<file path="src/rtl/pixel_scan_controller.sv">
// Raster scanner that walks a (MAX_X+1)x(MAX_Y+1) grid, classifies each cell from the
// generator responses and offers one pixel at a time over a valid/ready handshake.
module pixel_scan_controller #(
  parameter int MAX_X = 15,
  parameter int MAX_Y = 15
) (
  input  logic       clk,
  input  logic       nRst,
  input  logic       start,
  input  logic       abort,
  output logic [3:0] x,
  output logic [3:0] y,
  input  logic       isBorder,
  input  logic       isApple,
  input  logic       isBody,
  input  logic       isHead,
  output logic       pix_valid,
  input  logic       pix_ready,
  output logic [2:0] pix_code,
  output logic [3:0] pix_x,
  output logic [3:0] pix_y,
  output logic       busy,
  output logic       frame_done,
  output logic [7:0] frame_count
);

  typedef enum logic [1:0] {IDLE, SCAN, HOLD, DONE} state_t;

  localparam logic [3:0] LAST_X = 4'(MAX_X);
  localparam logic [3:0] LAST_Y = 4'(MAX_Y);

  localparam logic [2:0] CODE_EMPTY  = 3'd0;
  localparam logic [2:0] CODE_BORDER = 3'd1;
  localparam logic [2:0] CODE_APPLE  = 3'd2;
  localparam logic [2:0] CODE_BODY   = 3'd3;
  localparam logic [2:0] CODE_HEAD   = 3'd4;

  state_t     state_reg, state_next;
  logic [3:0] x_reg, x_next;
  logic [3:0] y_reg, y_next;
  logic [3:0] pix_x_reg, pix_x_next;
  logic [3:0] pix_y_reg, pix_y_next;
  logic [2:0] pix_code_reg, pix_code_next;
  logic       pix_valid_reg, pix_valid_next;
  logic [7:0] frame_count_reg, frame_count_next;
  logic [2:0] code_sel;

  always_comb begin
    code_sel = CODE_EMPTY;
    if (isHead)        code_sel = CODE_HEAD;
    else if (isBody)   code_sel = CODE_BODY;
    else if (isApple)  code_sel = CODE_APPLE;
    else if (isBorder) code_sel = CODE_BORDER;
  end

  always_comb begin
    state_next       = state_reg;
    x_next           = x_reg;
    y_next           = y_reg;
    pix_x_next       = pix_x_reg;
    pix_y_next       = pix_y_reg;
    pix_code_next    = pix_code_reg;
    pix_valid_next   = pix_valid_reg;
    frame_count_next = frame_count_reg;

    case (state_reg)
      IDLE: begin
        x_next = 4'd0;
        y_next = 4'd0;
        if (start && !abort) state_next = SCAN;
      end
      SCAN: begin
        if (abort) begin
          state_next     = IDLE;
          x_next         = 4'd0;
          y_next         = 4'd0;
          pix_valid_next = 1'b0;
        end else begin
          pix_code_next  = code_sel;
          pix_x_next     = x_reg;
          pix_y_next     = y_reg;
          pix_valid_next = 1'b1;
          state_next     = HOLD;
        end
      end
      HOLD: begin
        // Abort beats a simultaneous handshake: the pixel is gone but the frame is not counted.
        if (abort) begin
          state_next     = IDLE;
          x_next         = 4'd0;
          y_next         = 4'd0;
          pix_valid_next = 1'b0;
        end else if (pix_valid_reg && pix_ready) begin
          pix_valid_next = 1'b0;
          if (x_reg == LAST_X && y_reg == LAST_Y) begin
            state_next = DONE;
            x_next     = 4'd0;
            y_next     = 4'd0;
          end else begin
            state_next = SCAN;
            if (x_reg == LAST_X) begin
              x_next = 4'd0;
              y_next = y_reg + 4'd1;
            end else begin
              x_next = x_reg + 4'd1;
            end
          end
        end
      end
      DONE: begin
        frame_count_next = frame_count_reg + 8'd1;
        state_next       = IDLE;
      end
      default: state_next = IDLE;
    endcase
  end

  always_ff @(posedge clk) begin
    if (!nRst) begin
      state_reg       <= IDLE;
      x_reg           <= 4'd0;
      y_reg           <= 4'd0;
      pix_x_reg       <= 4'd0;
      pix_y_reg       <= 4'd0;
      pix_code_reg    <= CODE_EMPTY;
      pix_valid_reg   <= 1'b0;
      frame_count_reg <= 8'd0;
    end else begin
      state_reg       <= state_next;
      x_reg           <= x_next;
      y_reg           <= y_next;
      pix_x_reg       <= pix_x_next;
      pix_y_reg       <= pix_y_next;
      pix_code_reg    <= pix_code_next;
      pix_valid_reg   <= pix_valid_next;
      frame_count_reg <= frame_count_next;
    end
  end

  assign x           = x_reg;
  assign y           = y_reg;
  assign pix_x       = pix_x_reg;
  assign pix_y       = pix_y_reg;
  assign pix_code    = pix_code_reg;
  assign pix_valid   = pix_valid_reg;
  assign frame_count = frame_count_reg;
  assign busy        = (state_reg != IDLE);
  assign frame_done  = (state_reg == DONE);

endmodule

</file>
<file path="config.mk">
export PLATFORM = sky130hd
export DESIGN_NAME = pixel_scan_controller
export DESIGN_NICKNAME = d
export VERILOG_FILES = /design/src/rtl/pixel_scan_controller.sv
export SDC_FILE = /design/constraint.sdc
export NUM_CORES = 1
export LEC_CHECK = 0
export BUFFER_PORTS_ARGS = -buffer_cell sky130_fd_sc_hd__buf_2
export CORE_MARGIN = 5
export CORE_UTILIZATION = 35
export CTS_BUF_LIST = sky130_fd_sc_hd__clkbuf_4
export CTS_CLUSTER_DIAMETER = 30
export DETAILED_ROUTE_END_ITERATION = 7
export HOLD_SLACK_MARGIN = 0.06
export SETUP_SLACK_MARGIN = 0.5
export SLEW_MARGIN = 40
export SYNTH_ARGS = -nofsm -noshare
export SYNTH_HDL_FRONTEND = slang
export SYNTH_SLANG_ARGS = --single-unit
</file>
<file path="constraint.sdc">
create_clock -name clk -period 3.2 [get_ports clk]
set_clock_uncertainty 0.05 [all_clocks]
set_input_delay 0.96 -clock clk [delete_from_list [all_inputs] [get_ports clk]]
set_output_delay 0.96 -clock clk [all_outputs]
set_load 0.05 [all_outputs]
</file>
==> results of run 1 <==
-- power by group through the flow --
stage          registers (mW)  clock network [mW]  logic, mW
2_1_floorplan           0.390                   0     0.0217
3_3_place_gp            0.387                   0     0.0378
3_5_place_dp            0.387                   0     0.0377
4_1_cts                 0.378               0.233     0.0378
5_1_grt                 0.379               0.243     0.0417
6_report                0.378               0.217     0.0376
-- routing by layer --
metal,global-route usage [%],wire [µm],vias up
met3,5.89,259,6
met1,14.7,1370,564
met2,19.5,1300,30
met4,5.64,51,0
li1,-,-,644
met5,0,0,-
-- cells in the final DEF, fill, tap and decap left out, types with 2 or more instances in the layout --
cell      count
nand2_1      30
nand4_1       2
or3_1         5
o211ai_1      2
a21oi_1      19
o21ai_0       7
nand2b_1      2
nor4_1        2
nand3_1      10
inv_1         3
clkbuf_4      6
dfxtp_1      30
xor2_1        2
and2_1        3
buf_4         2
buf_2        38
a31oi_1       2
nor2b_1       2
ha_1          3
nor2_1       12
xnor2_1       3
-- area by class of cell --
type | count | area, µm²
Inverter | 3 | 11.3
Clock buffer | 6 | 45.0
Fill cell | 394 | 2060
Multi-Input combinational cell | 121 | 672
Clock inverter | 2 | 8.76
Tap cell | 48 | 60.1
Sequential cell | 30 | 601
Timing Repair Buffer | 40 | 205
-- cells by family after synthesis --
| family | share of synthesized area [%] |
|---|---|
| buffers and inverters | 3.51 |
| and+or+nand+nor | 27.6 |
| DFF | 45.5 |
| AOI/OAI and AO/OA | 16.4 |
| adders and majority gates | 2.85 |
| muxes | 0.759 |
| xor gates and xnor gates | 3.32 |
-- critical path: cells and delay by family, from the launching register on --
family	cells	cell delay, ns
buffers and inverters	1	0.31
flip-flops	1	0.52
AND/OR/NAND/NOR	1	0.32
-- worst max-delay path by stage --
stage,startpoint,cells past startpoint,end,slack [ns]
after floorplan,state_reg[0],3,frame_done,1.02
after global placement,abort,4,x[3],0.93
after detailed placement,abort,4,x[3],0.90
after CTS,state_reg[0],2,frame_done,0.68
after global routing,state_reg[0],2,frame_done,0.59
final,state_reg[0],2,frame_done,0.70
-- per-stage QoR --
step	cells	total power, mW	hold WS (ns)	util, %	setup WS [ns]
CTS	250	0.649	0.407	43.8	0.677
floorplan	162	0.411	0.524	-	1.02
detailed placement	242	0.425	0.392	42.3	0.904
finish	250	0.633	0.401	43.8	0.703
global placement	242	0.425	0.389	42.3	0.932
global route	250	0.664	0.429	43.8	0.587
-- synth_stat cells --
| cell type | count |
|---|---|
| dfxtp_1 | 30 |
| nand2_1 | 30 |
| a21oi_1 | 19 |
| nor2_1 | 12 |
| nand3_1 | 10 |
| o21ai_0 | 7 |
| or3_1 | 5 |
| clkbuf_1 | 4 |
| and2_1 | 3 |
| ha_1 | 3 |
| inv_1 | 3 |
| xnor2_1 | 3 |
| a31oi_1 | 2 |
| buf_1 | 2 |
| nand2b_1 | 2 |
| nand4_1 | 2 |
| nor2b_1 | 2 |
| nor4_1 | 2 |
| o211ai_1 | 2 |
| xor2_1 | 2 |
| a22o_1 | 1 |
| a22oi_1 | 1 |
| a31o_2 | 1 |
| a32oi_1 | 1 |
| buf_2 | 1 |
| buf_4 | 1 |
| mux2i_1 | 1 |
| nand3b_1 | 1 |
| nand4b_1 | 1 |
| nor3_1 | 1 |
| nor3b_2 | 1 |
| o311ai_0 | 1 |
| o31ai_1 | 1 |
| o41ai_1 | 1 |
| or2_2 | 1 |
| or3b_1 | 1 |
| or4_1 | 1 |
==> run_results.csv, run 1 <==
group,metric,value,unit
status,status,"finished clean",
sta,finalMaxSlewViolations,0,
route,drc,0,
worst_setup_path,cp-end-kind,"output pin",
worst_hold_path,min_path_cells,2,
route,viasPerCell,4.98,
route,ant_nets,0,
power,clock_power_share,34.3,%
power,seqPwrFrac,59.7,%
floorplan,dieArea,0.00510,mm²
synthesis,synth_top_cell_by_area,"dfxtp_1",
floorplan,die_w,71.4,µm
synthesis,synth_top_area_share,45.5,%
cts,cts_tree,"built",
final_layout,largest_register_ff_count,8,
synthesis,synthCells,162,
grt,grt.overflow.total,0,
route,dr_total_vias,1244,
power,power.density,395,mW/mm²
grt,grt_usage,12.6,%
worst_setup_path,max_stage_delay,0.52,ns
worst_hold_path,hold_end,"pix_code[1]",
sta,worstMarginPinSlew,0.409,ns
floorplan,core,0.00366,mm²
cts,h-tree-depth,2,
cts,clk_latency,0.33,ns
final_layout,stdcell_area,0.00160,mm²
cts,cts-hold-fix-buffers,0,
floorplan,boundaryPins,39,
worst_setup_path,rr_worst_depth,4,
sta,fmax,400,MHz
floorplan,die_y,71.4,µm
synthesis,syn-num-nets,174,
power,p_int,477,µW
grt,grt_pass1_vias,1156,
grt,grt_max_degree,30,
worst_setup_path,reg2reg_slack,1.46,ns
sta,relSlewSlack,72.6,%
grt,grt_pass1_wl,5110,µm
route,drt-initial-drc-count,56,
cts,cts_setup_buffers,0,
cts,cts.repair.resized,0,
cts,cts-root-buf,"clkbuf_4",
synthesis,ys_ff_latch,30,
worst_setup_path,timing.rr.start,"state_reg[1]",
worst_setup_path,worst-endpoint-arrival,1.49,ns
worst_setup_path,path_max_fanout,11,
worst_setup_path,crit_chain,"and2_1 -> buf_2",
worst_setup_path,cp_data_required_time,2.19,ns
flow_run,cap_violations,0,
power,peakVddDrop,0.000207,V
cts,numCtsBuffers,5,
floorplan,placementRows,22,
sta,final-hold-violation-count,0,
route,wl_per_cell,11.9,µm
power,p_comb_share,5.9,%
cts,clock_sinks,30,
placed_design,placed_area,0.00155,mm²
placed_design,finalWeightedCongestion,0.864,
final_layout,area_growth,21.5,%
worst_hold_path,hp-class,"flop to flop",
floorplan,start_util,36.0,%
worst_setup_path,r2r-end,"x[0]",
worst_hold_path,hold_path.startpoint,"pix_code[1]",
final_layout,final_nets,213,
worst_setup_path,slowest_stage,"dfxtp_1",
synthesis,yosys_warnings,0,
grt,antenna_found_initial,0,
sta,setup_viol,0,
worst_setup_path,critical_path_class,"flop to output pin",
sta,fin_tns_setup,0,ns
route,firstDrtPassIters,4,
worst_setup_path,startpoint_type,"flop",
placed_design,portBuffers,38,
synthesis,synth_area_leaders,"dfxtp_1, nand2_1, a21oi_1, nand3_1, nor2_1",
cts,clk_pin_slew,0.09,ns
final_layout,drive_gt1_share,24.8,%
sta,post-route-period-util,78.0,%
route,drt-total-wl,2980,µm
synthesis,avgSynthCellArea,8.14,µm²
placed_design,dpl.hpwl,2170,µm
cts,cts_buffer_depth,2,
power,switching_share,24.6,%
synthesis,ys_types,37,
sta,rsz0062_at_grt,"false",
synthesis,synth_area,0.00132,mm²
synthesis,ys_seq_area_share,45.5,%
final_layout,diodes,0,
power,leakagePower,0.652,nW
power,p_switching,156,µW
sta,period_minus_slack,2.50,ns
Note: power is estimated with default switching activity, not from simulation.
==> run 2, diff against run 1 <==
==> constraint.sdc (replaced) <==
create_clock -name clk -period 2.25 [get_ports clk]
set_clock_uncertainty 0.05 [all_clocks]
set_input_delay 0.675 -clock clk [delete_from_list [all_inputs] [get_ports clk]]
set_output_delay 0.675 -clock clk [all_outputs]
set_load 0.05 [all_outputs]
==> run 2 against run 1 <==
Global-route usage grew 1.0 points; worst setup slack got worse by 0.28 ns; register-to-register slack got worse by 0.90 ns; combinational power grew 79%; sequential share of layout area is 1.9 points lower; largest cell class unchanged.
==> run_results.csv, run 2 (synthesis gave the netlist of run 1 again) <==
group,metric,value,unit
cts,clk_pin_slew,0.10,ns
sta,fin_tns_setup,0,ns
cts,cts-root-buf,"clkbuf_4",
sta,finalMaxSlewViolations,0,
final_layout,final_util,47.7,%
cts,clk_latency,0.33,ns
grt,grt_max_degree,13,
floorplan,die_y,71.4,µm
cts,cts_buffer_depth,2,
floorplan,dieArea,0.00510,mm²
placed_design,portBuffers,38,
final_layout,final_nets,219,
worst_setup_path,cp-end-kind,"output pin",
final_layout,largest_register_ff_count,8,
sta,period_minus_slack,1.83,ns
power,clock_power_share,34.7,%
final_layout,final_common_cell,"nand2_1",
cts,cts-hold-fix-buffers,0,
sta,rsz0062_at_grt,"true",
grt,grt_pass1_vias,1223,
power,power.density,528,mW/mm²
route,drt-total-wl,3170,µm
sta,final-hold-violation-count,0,
final_layout,area_growth,32.4,%
grt,grt.overflow.total,0,
worst_setup_path,cp_data_required_time,1.52,ns
sta,worstMarginPinSlew,0.329,ns
placed_design,finalWeightedCongestion,0.895,
sta,post-route-period-util,81.2,%
cts,h-tree-depth,2,
status,status,"finished clean",
flow_run,cap_violations,0,
route,drt-initial-drc-count,72,
floorplan,start_util,36.0,%
power,peakVddDrop,0.000233,V
sta,setup_viol,0,
power,p_comb_share,7.3,%
route,drc,0,
cts,clock_sinks,30,
final_layout,diodes,0,
route,firstDrtPassIters,4,
route,dr_total_vias,1265,
floorplan,placementRows,22,
sta,relSlewSlack,77.8,%
worst_setup_path,slowest_stage,"dfxtp_4",
final_layout,stdcell_area,0.00175,mm²
worst_setup_path,critical_path_class,"flop to output pin",
power,p_switching,236,µW
floorplan,core,0.00366,mm²
final_layout,multi_input_comb_area,694,µm²
placed_design,dpl.hpwl,2350,µm
floorplan,die_w,71.4,µm
worst_setup_path,worst-endpoint-arrival,1.10,ns
power,seqPwrFrac,58.0,%
worst_setup_path,startpoint_type,"flop",
final_layout,n_fill_cell,386,
worst_setup_path,max_stage_delay,0.36,ns
grt,antenna_found_initial,0,
worst_hold_path,hp-class,"flop to flop",
power,switching_share,25.6,%
final_layout,seq_area,621,µm²
sta,fmax,548,MHz
route,viasPerCell,4.94,
placed_design,placed_area,0.00158,mm²
grt,grt_pass1_wl,5490,µm
cts,cts_tree,"built",
worst_setup_path,crit_chain,"or2_4 -> buf_8",
power,leakagePower,0.697,nW
cts,numCtsBuffers,5,
route,ant_nets,0,
sta,fin_ws,0.424,ns
floorplan,boundaryPins,39,
placed_design,dp_slack,0.278,ns
final_layout,final_cell_mix,"nand2_1, buf_2, a21oi_1, buf_4, dfxtp_1",
power,p_int,687,µW
worst_setup_path,path_max_fanout,4,
route,wl_per_cell,12.4,µm
final_layout,drive_gt1_share,34.1,%
grt,grt_usage,13.6,%
-- run 2: cell count changes in the layout (fill, tap and decap cells not counted), sizes merged --
cell	delta
buf	+3
clkbuf	+3
-- run 2: critical path: cells and delay by family, from the launching register on --
family | cells | cell delay, ns
flops | 1 | 0.36
simple gates | 1 | 0.25
buf+inv | 1 | 0.15
-- run 2: final timing paths --
path	slack, ns	to	start	depth (start not counted)
worst max-delay path	0.42	busy	state_reg[0]	2
worst min-delay path	0.40	pix_code[1]	pix_code[1]	2
worst max register to register	0.56	x[3]	state_reg[1]	5
worst min register to register	0.40	pix_code[1]	pix_code[1]	2
-- run 2: layer usage --
metal | up-vias | global-route usage, % | part of all wire, % | wire (µm)
met1 | 565 | 16.8 | 49 | 1540
met4 | 0 | 5.64 | 1.7 | 53
met3 | 5 | 6.03 | 7.8 | 246
li1 | 659 | - | - | -
met2 | 36 | 20.5 | 42 | 1330
met5 | - | 0 | 0 | 0
-- run 2: power by group through the flow --
stage	registers [mW]	logic [mW]	clock network [mW]
finish	0.535	0.0673	0.320
global route	0.536	0.0749	0.353
CTS	0.535	0.0654	0.331
detailed placement	0.551	0.0572	0
global placement	0.551	0.0572	0
floorplan	0.554	0.0310	0
-- run 2: repair_timing --
| action | in CTS | in global routing |
|---|---|---|
| setup buffers | 3 | 0 |
| gates resized for setup | 22 | 18 |
| endpoints found under the hold margin | 0 | 0 |
| endpoints found under the setup margin | 10 | 16 |
-- run 2: final cells by class --
class	count	area share, %
clock buffers	6	2.58
clock inverters	2	0.502
inverters	3	0.645
multi-input cells	121	39.8
flip-flops and latches	30	35.6
well taps	48	3.44
repair buffers	46	17.5
-- run 2: per-stage QoR --
step / hold slack, ns / cells / power [mW]
6_report: 0.400 / 256 / 0.922
5_1_grt: 0.431 / 256 / 0.963
4_1_cts: 0.406 / 256 / 0.932
3_5_place_dp: 0.392 / 245 / 0.608
3_3_place_gp: 0.391 / 245 / 0.608
2_1_floorplan: 0.533 / 162 / 0.585
